### config.mk
export PLATFORM = sky130hd
export DESIGN_NAME = tlul_host_arb
export DESIGN_NICKNAME = d
export VERILOG_FILES = /design/src/rtl/tlul_pkg.sv /design/src/rtl/tlul_rr_pick.sv /design/src/rtl/tlul_host_arb.sv
export SDC_FILE = /design/constraint.sdc
export NUM_CORES = 1
export LEC_CHECK = 0
export ABC_AREA = 1
export BUFFER_PORTS_ARGS = -buffer_cell sky130_fd_sc_hd__buf_2
export CAP_MARGIN = 10
export CELL_PAD_IN_SITES_DETAIL_PLACEMENT = 0
export CELL_PAD_IN_SITES_GLOBAL_PLACEMENT = 1
export CORE_AREA = 2 2 165 167
export DETAILED_ROUTE_END_ITERATION = 12
export DIE_AREA = 0 0 167 169
export PLACE_DENSITY_LB_ADDON = 0.1
export SLEW_MARGIN = 0
export SYNTH_ARGS = -nofsm -noshare
export SYNTH_HDL_FRONTEND = slang
export SYNTH_HIERARCHICAL = 1
export SYNTH_SLANG_ARGS = --single-unit
### constraint.sdc
create_clock -name clk_i -period 2.2 [get_ports clk_i]
set_clock_uncertainty 0.15 [all_clocks]
set_input_delay 0.11 -clock clk_i [delete_from_list [all_inputs] [get_ports clk_i]]
set_output_delay 0.11 -clock clk_i [all_outputs]
set_load 0.05 [all_outputs]
### src/rtl/tlul_pkg.sv
// tlul_pkg: TL-UL channel structs shared by the host arbiter and its
// round-robin picker, the arbiter state enum, and the priority-pick helper.
//   tl_h2d_t : host-to-device (A channel request fields plus d_ready)
//   tl_d2h_t : device-to-host (D channel response fields plus a_ready)
//   rr_pick  : first set request bit at or above a pointer, modulo m
package tlul_pkg;

    typedef struct packed {
        logic        a_valid;
        logic [2:0]  a_opcode;
        logic [2:0]  a_param;
        logic [1:0]  a_size;
        logic [7:0]  a_source;
        logic [31:0] a_address;
        logic [3:0]  a_mask;
        logic [31:0] a_data;
        logic        d_ready;
    } tl_h2d_t;

    typedef struct packed {
        logic        d_valid;
        logic [2:0]  d_opcode;
        logic [2:0]  d_param;
        logic [1:0]  d_size;
        logic [7:0]  d_source;
        logic        d_sink;
        logic [31:0] d_data;
        logic        d_error;
        logic        a_ready;
    } tl_d2h_t;

    typedef enum logic {IDLE, BUSY} arb_state_e;

    // The picker works on a fixed 8-wide view so one function serves every M.
    localparam int RrMaxHosts = 8;

    typedef struct packed {
        logic       valid;
        logic [2:0] idx;
    } rr_pick_t;

    // Walk from the highest offset down so the lowest offset from ptr wins.
    function automatic rr_pick_t rr_pick(input logic [RrMaxHosts-1:0] req,
                                         input logic [2:0] ptr,
                                         input int m);
        rr_pick_t r;
        int       k;
        r = '0;
        for (int i = RrMaxHosts - 1; i >= 0; i--) begin
            if (i < m) begin
                k = (int'(ptr) + i) % m;
                if (req[k]) begin
                    r.valid = 1'b1;
                    r.idx   = 3'(k);
                end
            end
        end
        return r;
    endfunction

endpackage

### src/rtl/tlul_rr_pick.sv
// tlul_rr_pick: combinational round-robin picker.
//   req_i   : one request bit per host
//   ptr_i   : host index with highest priority
//   idx_o   : chosen host (0 when nothing is requested)
//   valid_o : at least one request present
module tlul_rr_pick
    import tlul_pkg::*;
#(
    parameter  int M  = 2,
    localparam int IW = $clog2(M)
) (
    input  logic [M-1:0]  req_i,
    input  logic [IW-1:0] ptr_i,
    output logic [IW-1:0] idx_o,
    output logic          valid_o
);

    logic [RrMaxHosts-1:0] req_ext;
    rr_pick_t              pick;

    always_comb begin
        req_ext        = '0;
        req_ext[M-1:0] = req_i;
        pick           = rr_pick(req_ext, 3'(ptr_i), M);
        idx_o          = IW'(pick.idx);
        valid_o        = pick.valid;
    end

endmodule

### src/rtl/tlul_host_arb.sv
// tlul_host_arb: round-robin TL-UL arbiter sharing one device port among M
// hosts. A grant is held until every A beat issued under it is answered;
// outstanding beats and beats per grant are capped so no host starves.
//   clk_i, rst_i   : clock, asynchronous active-high reset
//   tl_h_i/tl_h_o  : per-host request / response
//   tl_d_o/tl_d_i  : device request / response
//   owner_o        : current grant, or the host that would be granted next
//   busy_o         : grant held
//   err_spurious_o : D beat arrived with nothing outstanding (dropped)
module tlul_host_arb
    import tlul_pkg::*;
#(
    parameter  int M              = 2,
    parameter  int MaxOutstanding = 2,
    parameter  int MaxBurst       = 4,
    localparam int IW             = $clog2(M),
    localparam int OW             = $clog2(MaxOutstanding + 1),
    localparam int BW             = $clog2(MaxBurst + 1)
) (
    input  logic                 clk_i,
    input  logic                 rst_i,
    input  tl_h2d_t [M-1:0]      tl_h_i,
    output tl_d2h_t [M-1:0]      tl_h_o,
    output tl_h2d_t              tl_d_o,
    input  tl_d2h_t              tl_d_i,
    output logic [IW-1:0]        owner_o,
    output logic                 busy_o,
    output logic                 err_spurious_o
);

    localparam logic [OW-1:0] OutMax   = OW'(MaxOutstanding);
    localparam logic [BW-1:0] BurstMax = BW'(MaxBurst);
    localparam logic [IW-1:0] LastHost = IW'(M - 1);

    arb_state_e    state_q, state_d;
    logic [IW-1:0] owner_q, owner_d;
    logic [IW-1:0] rr_ptr_q, rr_ptr_d;
    logic [OW-1:0] out_q, out_d;
    logic [BW-1:0] burst_q, burst_d;
    logic          pend_vld_q, pend_vld_d;
    logic [IW-1:0] pend_idx_q, pend_idx_d;

    logic [M-1:0]  req;
    logic [IW-1:0] pick_idx;
    logic          pick_vld;
    logic [IW-1:0] cand, sel;
    logic          cand_vld, a_fwd, a_hs, d_hs;

    always_comb begin
        for (int h = 0; h < M; h++) req[h] = tl_h_i[h].a_valid;
    end

    tlul_rr_pick #(.M(M)) u_pick (
        .req_i   (req),
        .ptr_i   (rr_ptr_q),
        .idx_o   (pick_idx),
        .valid_o (pick_vld)
    );

    always_comb begin
        state_d        = state_q;
        owner_d        = owner_q;
        rr_ptr_d       = rr_ptr_q;
        out_d          = out_q;
        burst_d        = burst_q;
        pend_vld_d     = 1'b0;
        pend_idx_d     = pend_idx_q;
        owner_o        = owner_q;
        busy_o         = 1'b0;
        err_spurious_o = 1'b0;

        // A host stalled on a_ready keeps the candidate slot even if a
        // higher-priority host starts requesting meanwhile.
        cand     = pend_vld_q ? pend_idx_q : pick_idx;
        cand_vld = pend_vld_q | pick_vld;

        if (state_q == IDLE) begin
            sel     = cand;
            a_fwd   = cand_vld;
            owner_o = cand_vld ? cand : rr_ptr_q;
        end else begin
            sel    = owner_q;
            a_fwd  = (out_q < OutMax) && (burst_q < BurstMax);
            busy_o = 1'b1;
        end

        // A channel: straight through from the selected host.
        tl_d_o         = tl_h_i[sel];
        tl_d_o.a_valid = a_fwd & tl_h_i[sel].a_valid;
        tl_d_o.d_ready = 1'b0;
        for (int h = 0; h < M; h++) begin
            tl_h_o[h]         = tl_d_i;
            tl_h_o[h].d_valid = 1'b0;
            tl_h_o[h].a_ready = 1'b0;
        end
        if (a_fwd) tl_h_o[sel].a_ready = tl_d_i.a_ready;
        a_hs = tl_d_o.a_valid & tl_d_i.a_ready;

        // D channel: owner only; beats with nothing outstanding are sunk.
        d_hs = 1'b0;
        if (out_q != '0) begin
            tl_h_o[owner_q].d_valid = tl_d_i.d_valid;
            tl_d_o.d_ready          = tl_h_i[owner_q].d_ready;
            d_hs                    = tl_d_i.d_valid & tl_h_i[owner_q].d_ready;
        end else if (tl_d_i.d_valid) begin
            tl_d_o.d_ready = 1'b1;
            err_spurious_o = 1'b1;
        end

        if (state_q == IDLE) begin
            if (a_hs) begin
                state_d = BUSY;
                owner_d = cand;
                out_d   = OW'(1);
                burst_d = BW'(1);
            end else if (cand_vld && tl_h_i[cand].a_valid) begin
                pend_vld_d = 1'b1;
                pend_idx_d = cand;
            end
        end else begin
            if (a_hs) burst_d = burst_q + BW'(1);
            if (a_hs && !d_hs)      out_d = out_q + OW'(1);
            else if (d_hs && !a_hs) out_d = out_q - OW'(1);
            // Last answer drained: give the next host first pick.
            if (d_hs && !a_hs && out_q == OW'(1)) begin
                state_d  = IDLE;
                rr_ptr_d = (owner_q == LastHost) ? '0 : owner_q + IW'(1);
                burst_d  = '0;
            end
        end

        // Quiet port while reset is held.
        if (rst_i) begin
            tl_d_o         = '0;
            tl_h_o         = '0;
            owner_o        = '0;
            busy_o         = 1'b0;
            err_spurious_o = 1'b0;
        end
    end

    always_ff @(posedge clk_i or posedge rst_i) begin
        if (rst_i) begin
            state_q    <= IDLE;
            owner_q    <= '0;
            rr_ptr_q   <= '0;
            out_q      <= '0;
            burst_q    <= '0;
            pend_vld_q <= 1'b0;
            pend_idx_q <= '0;
        end else begin
            state_q    <= state_d;
            owner_q    <= owner_d;
            rr_ptr_q   <= rr_ptr_d;
            out_q      <= out_d;
            burst_q    <= burst_d;
            pend_vld_q <= pend_vld_d;
            pend_idx_q <= pend_idx_d;
        end
    end

    // Counters must never wrap.
    always_ff @(posedge clk_i) begin
        if (!rst_i && state_q == BUSY) begin
            assert (!(a_hs && !d_hs && out_q == OutMax));
            assert (!(d_hs && !a_hs && out_q == '0));
            assert (!(a_hs && burst_q == BurstMax));
        end
    end

endmodule
; ---- After elaboration in Yosys (flattened, before gate mapping)
; Index checks and enable logic that the tools add are counted.
[classes]
addsub = 5
n_lt_le_gt_ge = 9
eq_ne = 2
n_mux = 51
bitwise_logic = 7
reduce_logical = 17
[op_table]
columns = cell, count
row1 = two-way mux 86 bit, 5
row2 = two-way mux 104 bit, 3
row3 = bitwise mux 104 bit, 2
row4 = demux 52 bit (select 1 bit), 2
row5 = two-way mux 52 bit, 1
row6 = two-way mux 1 bit, 27
row7 = two-way mux 3 bit, 4
row8 = two-way mux 2 bit, 4
row9 = two-way mux 4 bit, 2
row10 = AND reduction 2 bit, 4
row11 = logical AND 1 bit, 7
row12 = less-than comparator 1 x 2 -> 1 bit (second input constant), 3
row13 = nonzero test 2 bit, 3
row14 = less-than comparator 2 x 5 -> 1 bit (second input constant), 1
row15 = less-than comparator 1 x 4 -> 1 bit (second input constant), 1
row16 = adder 3 x 1 -> 3 bit (second input constant), 1
row17 = AND 1 bit, 3
row18 = less-than comparator 3 bit (second input constant), 1
row19 = != test 3 x 1 -> 1 bit (second input constant), 1
row20 = AND reduction 3 bit, 1
row21 = adder 1 bit (second input constant), 2
row22 = adder 2 x 1 -> 2 bit (second input constant), 1
row23 = binary-select mux 1 bit (select 2 bit), 1
row24 = == test 2 x 1 -> 1 bit (second input constant), 1
row25 = 7 further kinds, 10
[totals]
regBits = 10
input_bits = 226
output_inout_bits = 193
wordCells = 98

; ---- Longest topological paths before layout
; Gate-level depths: netlist of the first run.
[logic_depth]
depth_word = 18
mapped_depth = 13

; ---- Hierarchy
; Netlist of the first run, hierarchy kept.
[by_module_without_submodules]
columns = mod, n_inst, cells_per_inst, area_each_um2
row1 = tlul_host_arb, 1, 540, 2733.9
row2 = tlul_rr_pick, 1, 4, 18.8

; ---- Worst setup path before layout of the first run
; No wires, ideal clock.
[synth_timing]
path_kind = flip-flop to output port
from = reg out_q[0]
to = out tl_h_o[103] in the netlist's numbering
t_arrival_ns = 2.165
t_required_ns = 1.940
slack_ns = -0.225
path_stages_with_launch = 4
n_path_buf = 0
path_cell_list = dfrtp_1 inv_1 ha_1 nor4_1
[synth_lines]
columns = element, line
row1 = "start, declared", tlul_host_arb.sv:38  ; logic [OW-1:0] out_q, out_d;
row2 = "start signal, assigned", tlul_host_arb.sv:155  ; out_q <= out_d;
row3 = "end, declared", tlul_host_arb.sv:23  ; output tl_d2h_t [M-1:0] tl_h_o,

==> flow_summary.toml, run 1 <==
[outcome]
outcome = "finished clean"

[route]
wl_um = 19000
drc = 0
antenna_left = 0
drt-initial-drc-count = 159
route.vias.total = 4476
wire_per_inst_um = 15.3
drtPass1Iterations = 4
via_per_inst = 3.60

[grt]
grt_pass1_vias = 4313
grt_most_used_layer = "met2"
globalRouteMet2Util = 0.229
grt_pass1_wl_um = 25000
grt_max_degree = 70
gr-usage-met1 = 0.121
use_met3 = 0.0215
globalRouteOverflowTotal = 0
antenna_found_initial = 2
track_usage = 0.112

[synthesis]
yosys-top-cells-area = "nor2_1, buf_4, o21ai_0"
synth_top_family_by_area = "simple AND/OR/NAND/NOR gates"
syn_area_per_cell_sq_um = 5.06
yosysSeqAreaShare = 0.0909
synth_adder_area_share = 0.0136
syn_nets = 773
syn-instance-count = 544
synth_compound_area_frac = 0.188
muxShareOfSynthArea = 0
synth-xor-area-share = 0.00318
syn_area_sq_um = 2750
synth_largest_area_cell = "nor2_1"
synth-seq-cells = 10
yosysUniqueCellTypes = 31
synth-edff-count = 0
yosys.area_share.simple = 0.404
synthFlopType = "dfrtp_1"
yosysWarnings = 6
synthArstFlopShare = 1.00
synth_top_cell_area_share = 0.307

[power]
p_per_area_nw_per_um2 = 1140
power_mw = 6.23
ir_drop_mv = 0.370
p_leak_nw = 3.36

[setup_path]
startpoint_type = "register"
cp_max_fo = 16
worstPathArrival_ps = 1840
cp-end-kind = "output pin"
critPathRequiredTime_ps = 1940
rrSetupSlack_ps = 280
critPathKind = "register to output pin"

[floorplan]
pin_count = 419
core-area_sq_um = 26500
fp-row-count = 60
die_h_um = 169
start_util = 0.104
fp.dieArea_sq_um = 28200
die_x_um = 167

[clock_network]
cts_htree_levels = 1
clock_path_buffers = 2
post_cts_buffers = 0
cts_tree = "done"
cts_inserted_buffers = 3
insertion_delay_ps = 240
clk_pin_slew_worst_paths_ps = 40
cts_sinks = 10
cts_root_buf = "clkbuf_16"

[min_path]
hold_path.class = "input pin to register"

[sta]
slew_viol_final = 0
fin_crit_sh = 0.954
holdWs_ps = 191
max_freq_ghz = 0.477
finalWorstSetupSlack_ps = 102
max_slew_margin = 0.722
finalSetupViolations = 0
worst_slew_pin_slew_ps = 417
rsz0062_at_grt = "true"
hold_viol = 0
min_period_ps = 2100

[run]
drv_cap = 0

[place]
gp_congestion = 0.744
hpwl_um = 14500
place_ws_ps = 170
portBuffers = 418
dp.cells = 1229

[cells_and_area]
final_core_util = 0.205
stdcell_count = 1243
layout_common_cells = "buf_2, nor2_1, o21ai_0"
nets = 1130
area_growth_pct = 97.8
final_common_cell = "buf_2"
drive_above_1_share = 0.517
cell usage after synthesis, types with 2 or more instances:
cell      instances
nand2_2           3
inv_2             3
inv_1            70
nand3_2           2
buf_2             9
nor4_1            2
o21ai_1          14
clkbuf_1         15
nand2_1          23
nor2_1          225
a21oi_1           4
dfrtp_1          10
buf_4            56
ha_1              3
nand2_4           2
nand3_1           9
o21ai_0          79
buf_6             2
cell families (layout without fill, tap and decap cells):
group | count (synthesis) | count (layout)
compound gates | 101 | 101
xor+xnor | 1 | 1
buf+inv | 157 | 513
flops | 10 | 10
fa+ha+maj | 3 | 3
other cells | 0 | 2
simple gates | 272 | 272
critical path, stage by stage, from the launching register on:
cell and delay, ps:
dfrtp_1 390, inv_2 60, a21oi_2 40, inv_1 50
nand2_2 60, nand3_4 90, nand2_8 120, inv_6 150
clkbuf_16 200, nor2_1 50, nor2_1 180, buf_6 190
per-layer routing:
layer  part of all wire  vias up
li1                   -     2327
met1               0.37     1888
met2               0.55      246
met3              0.067       13
met4             0.0061        2
met5            0.00069        -
final cells by class:
cell class	instances	area, sq um
antenna	2	5.00
clock buffer	4	88.8
fill	3131	21100
inverter	73	279
multi-input combinational	377	1720
sequential	10	250
tap	341	427
timing repair buffer	436	2680
what timing repair did:
| item | in CTS | in global routing |
|---|---|---|
| cloned | 0 | 7 |
| hold endpoints to repair | 10 | 0 |
| gates resized for setup | 10 | 159 |
| pin swaps | 0 | 3 |
| hold buffers | 1 | 0 |
| setup endpoints to repair | 9 | 85 |
worst paths after layout:
path,from,end,cells after the start
max in group asynchronous,rst_i,out_q[1],4
hold reg to reg,pend_idx_q,pend_idx_q,2
min in group asynchronous,rst_i,burst_q[2],4
setup / recovery,rr_ptr_q,tl_d_o[7],11
hold / removal,tl_d_i[0],out_q[1],5
setup reg to reg,rr_ptr_q,burst_q[0],12
per-stage QoR:
step | instance area, sq um | setup TNS (ps)
floorplan | 2770 | 0
global placement | 4840 | 0
detailed placement | 4840 | 0
CTS | 4970 | -24.4
global route | 5440 | -38.9
finish | 5450 | 0
where the power goes:
part	total, mW	internal, mW	switching (mW)
registers	0.336	0.263	0.0732
clock network	0.367	0.274	0.0932
logic	5.53	1.69	3.84
sequential cells by signal (all words and copies together) (netlist names):
signal	flops
burst_q	3
out_q	2
owner_q	1
pend_idx_q	1
pend_vld_q	1
rr_ptr_q	1
state_q	1
No activity file was read; power rests on OpenSTA's default activity.
==> run 2: changes to the inputs <==
- CORE_AREA: 2 2 165 167 -> 2 2 161 163
- DIE_AREA: 0 0 167 169 -> 0 0 163 165
- SLEW_MARGIN: 0 -> 10
- clock period: 2.2 -> 1.93 ns (I/O delays scaled with it)
==> flow_summary.toml, run 2 (synthesis gave the netlist of run 1 again) <==
[outcome]
outcome = "finished, violations left"
violations = "setup timing"

[setup_path]
cp_cell_sequence = "inv_1 > a21oi_2 > inv_1 > nand2_2 > nand3_4 > nand2_8 > buf_12 > clkbuf_16 > o21ai_0 > nor2_2 > buf_6"
crit_start = "rr_ptr_q"
startpoint_type = "register"
worstPathArrival_ps = 1800
reg2reg_from = "rr_ptr_q"
critPathKind = "register to output pin"
crit_family = "buffers and inverters"
critPathRequiredTime_ps = 1680
critPathBufInv = 5
cp_common_cell = "inv_1"
crit_path_top_delay_cell = "dfrtp_1"
cp-end-kind = "output pin"
critPathMaxStageDelay_ps = 340
cp_max_fo = 8

[grt]
track_usage = 0.122
grt_max_degree = 41
antenna_found_initial = 1
globalRouteOverflowTotal = 0
grt_pass1_wl_um = 25400
grt_pass1_vias = 4404

[route]
wire_per_inst_um = 15.1
route.vias.total = 4630
drc = 0
via_per_inst = 3.68
drt-initial-drc-count = 140
drtPass1Iterations = 4
wl_um = 18900
antenna_left = 0

[cells_and_area]
area_growth_pct = 136
reg.largest.list = "burst_q (3), out_q (2)"
final_common_cell = "buf_2"
drive_above_1_share = 0.681
n_fill_cell = 2941
layout_common_cells = "buf_2, nor2_1, nor2_2"
fin_area_sq_um = 6500
largest_reg_flops = 3
stdcell_count = 1258
top_register = "burst_q"
nets = 1157

[sta]
hold_viol = 0
fin_crit_sh = 1.06
finalSetupViolations = 82
rsz0062_at_grt = "true"
min_period_ps = 2050
slew_viol_final = 0
max_freq_ghz = 0.488
max_slew_margin = 0.698
holdWs_ps = 59.4
worst_slew_pin_slew_ps = 452
finalWorstSetupSlack_ps = -120

[clock_network]
cts_inserted_buffers = 3
insertion_delay_ps = 240
cts_sinks = 10
holdBufCountCts = 0
clk_pin_slew_worst_paths_ps = 40
cts_htree_levels = 1
clock_path_buffers = 2
cts_root_buf = "clkbuf_16"
cts_tree = "done"

[run]
drv_cap = 0

[floorplan]
fp.dieArea_sq_um = 26900
start_util = 0.110
fp-row-count = 58
core-area_sq_um = 25000
die_x_um = 163
pin_count = 419
die_h_um = 165

[min_path]
hold_path.class = "input pin to async pin"

[place]
hpwl_um = 15300
place_area_sq_um = 5330
gp_congestion = 0.748
portBuffers = 418
dp.cells = 1239

[power]
p_per_area_nw_per_um2 = 1330
power_mw = 8.64
ir_drop_mv = 0.540
pwr-share-seq = 0.044
pwr-share-clk = 0.047
power_switching_mw = 5.08
p_comb_frac = 0.909
switching_share = 0.588
p_leak_nw = 3.60
internal_power_mw = 3.56
==> run 2: changes by cell type in the layout (fill, tap and decap cells not counted), moves of 3 or more <==
cell / change
nor2_1: -110
buf_4: -10
nor2_2: +105
o21ai_2: +19
buf_12: +12
clkbuf_4: -28
buf_2: -6
o21ai_0: -38
nor2_4: +5
o21ai_1: +17
nand3_1: -3
buf_6: +58
buf_16: +3
==> run 2: worst paths after layout <==
| kind | endpoint | slack (ps) | cells after the start |
|---|---|---|---|
| setup / recovery | tl_d_o[77] | -120 | 11 |
| hold / removal | rr_ptr_q | 60 | 3 |
| setup reg to reg | out_q[1] | -20 | 14 |
| hold reg to reg | pend_idx_q | 330 | 2 |
| max in group asynchronous | pend_vld_q | 1280 | 4 |
| min in group clk_i | pend_vld_q | 130 | 5 |
==> run 2: routing by layer <==
layer / routed length [um] / up-vias / part of all wire / track usage
met5: 0 / - / 0 / 0
met4: 100 / 0 / 0.0053 / 0.0125
met3: 1400 / 6 / 0.074 / 0.0229
met2: 10500 / 226 / 0.56 / 0.249
met1: 6900 / 2013 / 0.36 / 0.132
li1: - / 2385 / - / -
==> run 2: layout make-up <==
cell class | count | area, sq um | share of cell area
diodes | 1 | 2.50 | 0.000385
repair buffers | 463 | 3300 | 0.508
flip-flops and latches | 10 | 251 | 0.0387
multi-input cells | 377 | 2160 | 0.333
clock buffers | 4 | 88.8 | 0.0137
well taps | 330 | 413 | 0.0635
inverters | 73 | 282 | 0.0433
==> run 2: power groups by stage <==
| stage | sequential (mW) | clock [mW] | combinational, mW |
|---|---|---|---|
| final | 0.379 | 0.408 | 7.85 |
| after global routing | 0.397 | 0.444 | 8.34 |
| after CTS | 0.373 | 0.419 | 7.04 |
| after detailed placement | 0.373 | 0 | 6.01 |
| after global placement | 0.375 | 0 | 6.07 |
| after floorplan | 0.361 | 0 | 4.29 |
==> run 2: through the flow <==
stage          TNS [ps]   util  worst slack (ps)
2_1_floorplan         0      -              25.2
3_3_place_gp     -0.973  0.213            -0.973
3_5_place_dp          0  0.213              27.3
4_1_cts           -7150  0.239              -128
5_1_grt          -14580  0.260              -221
6_report          -3250  0.260              -120
==> run 2: worst min-delay path, cell delays in order <==
cell	delay (ps)
buf_2	110
inv_2	330
buf_12	250
==> run 2: repair_timing <==
action / 4_1_cts / 5_1_grt
cloned: 3 / 5
setup buffers: 3 / 4
pin swaps: 6 / 33
resized for setup: 154 / 142
hold endpoints to repair: 0 / 0
setup endpoints to repair: 87 / 98
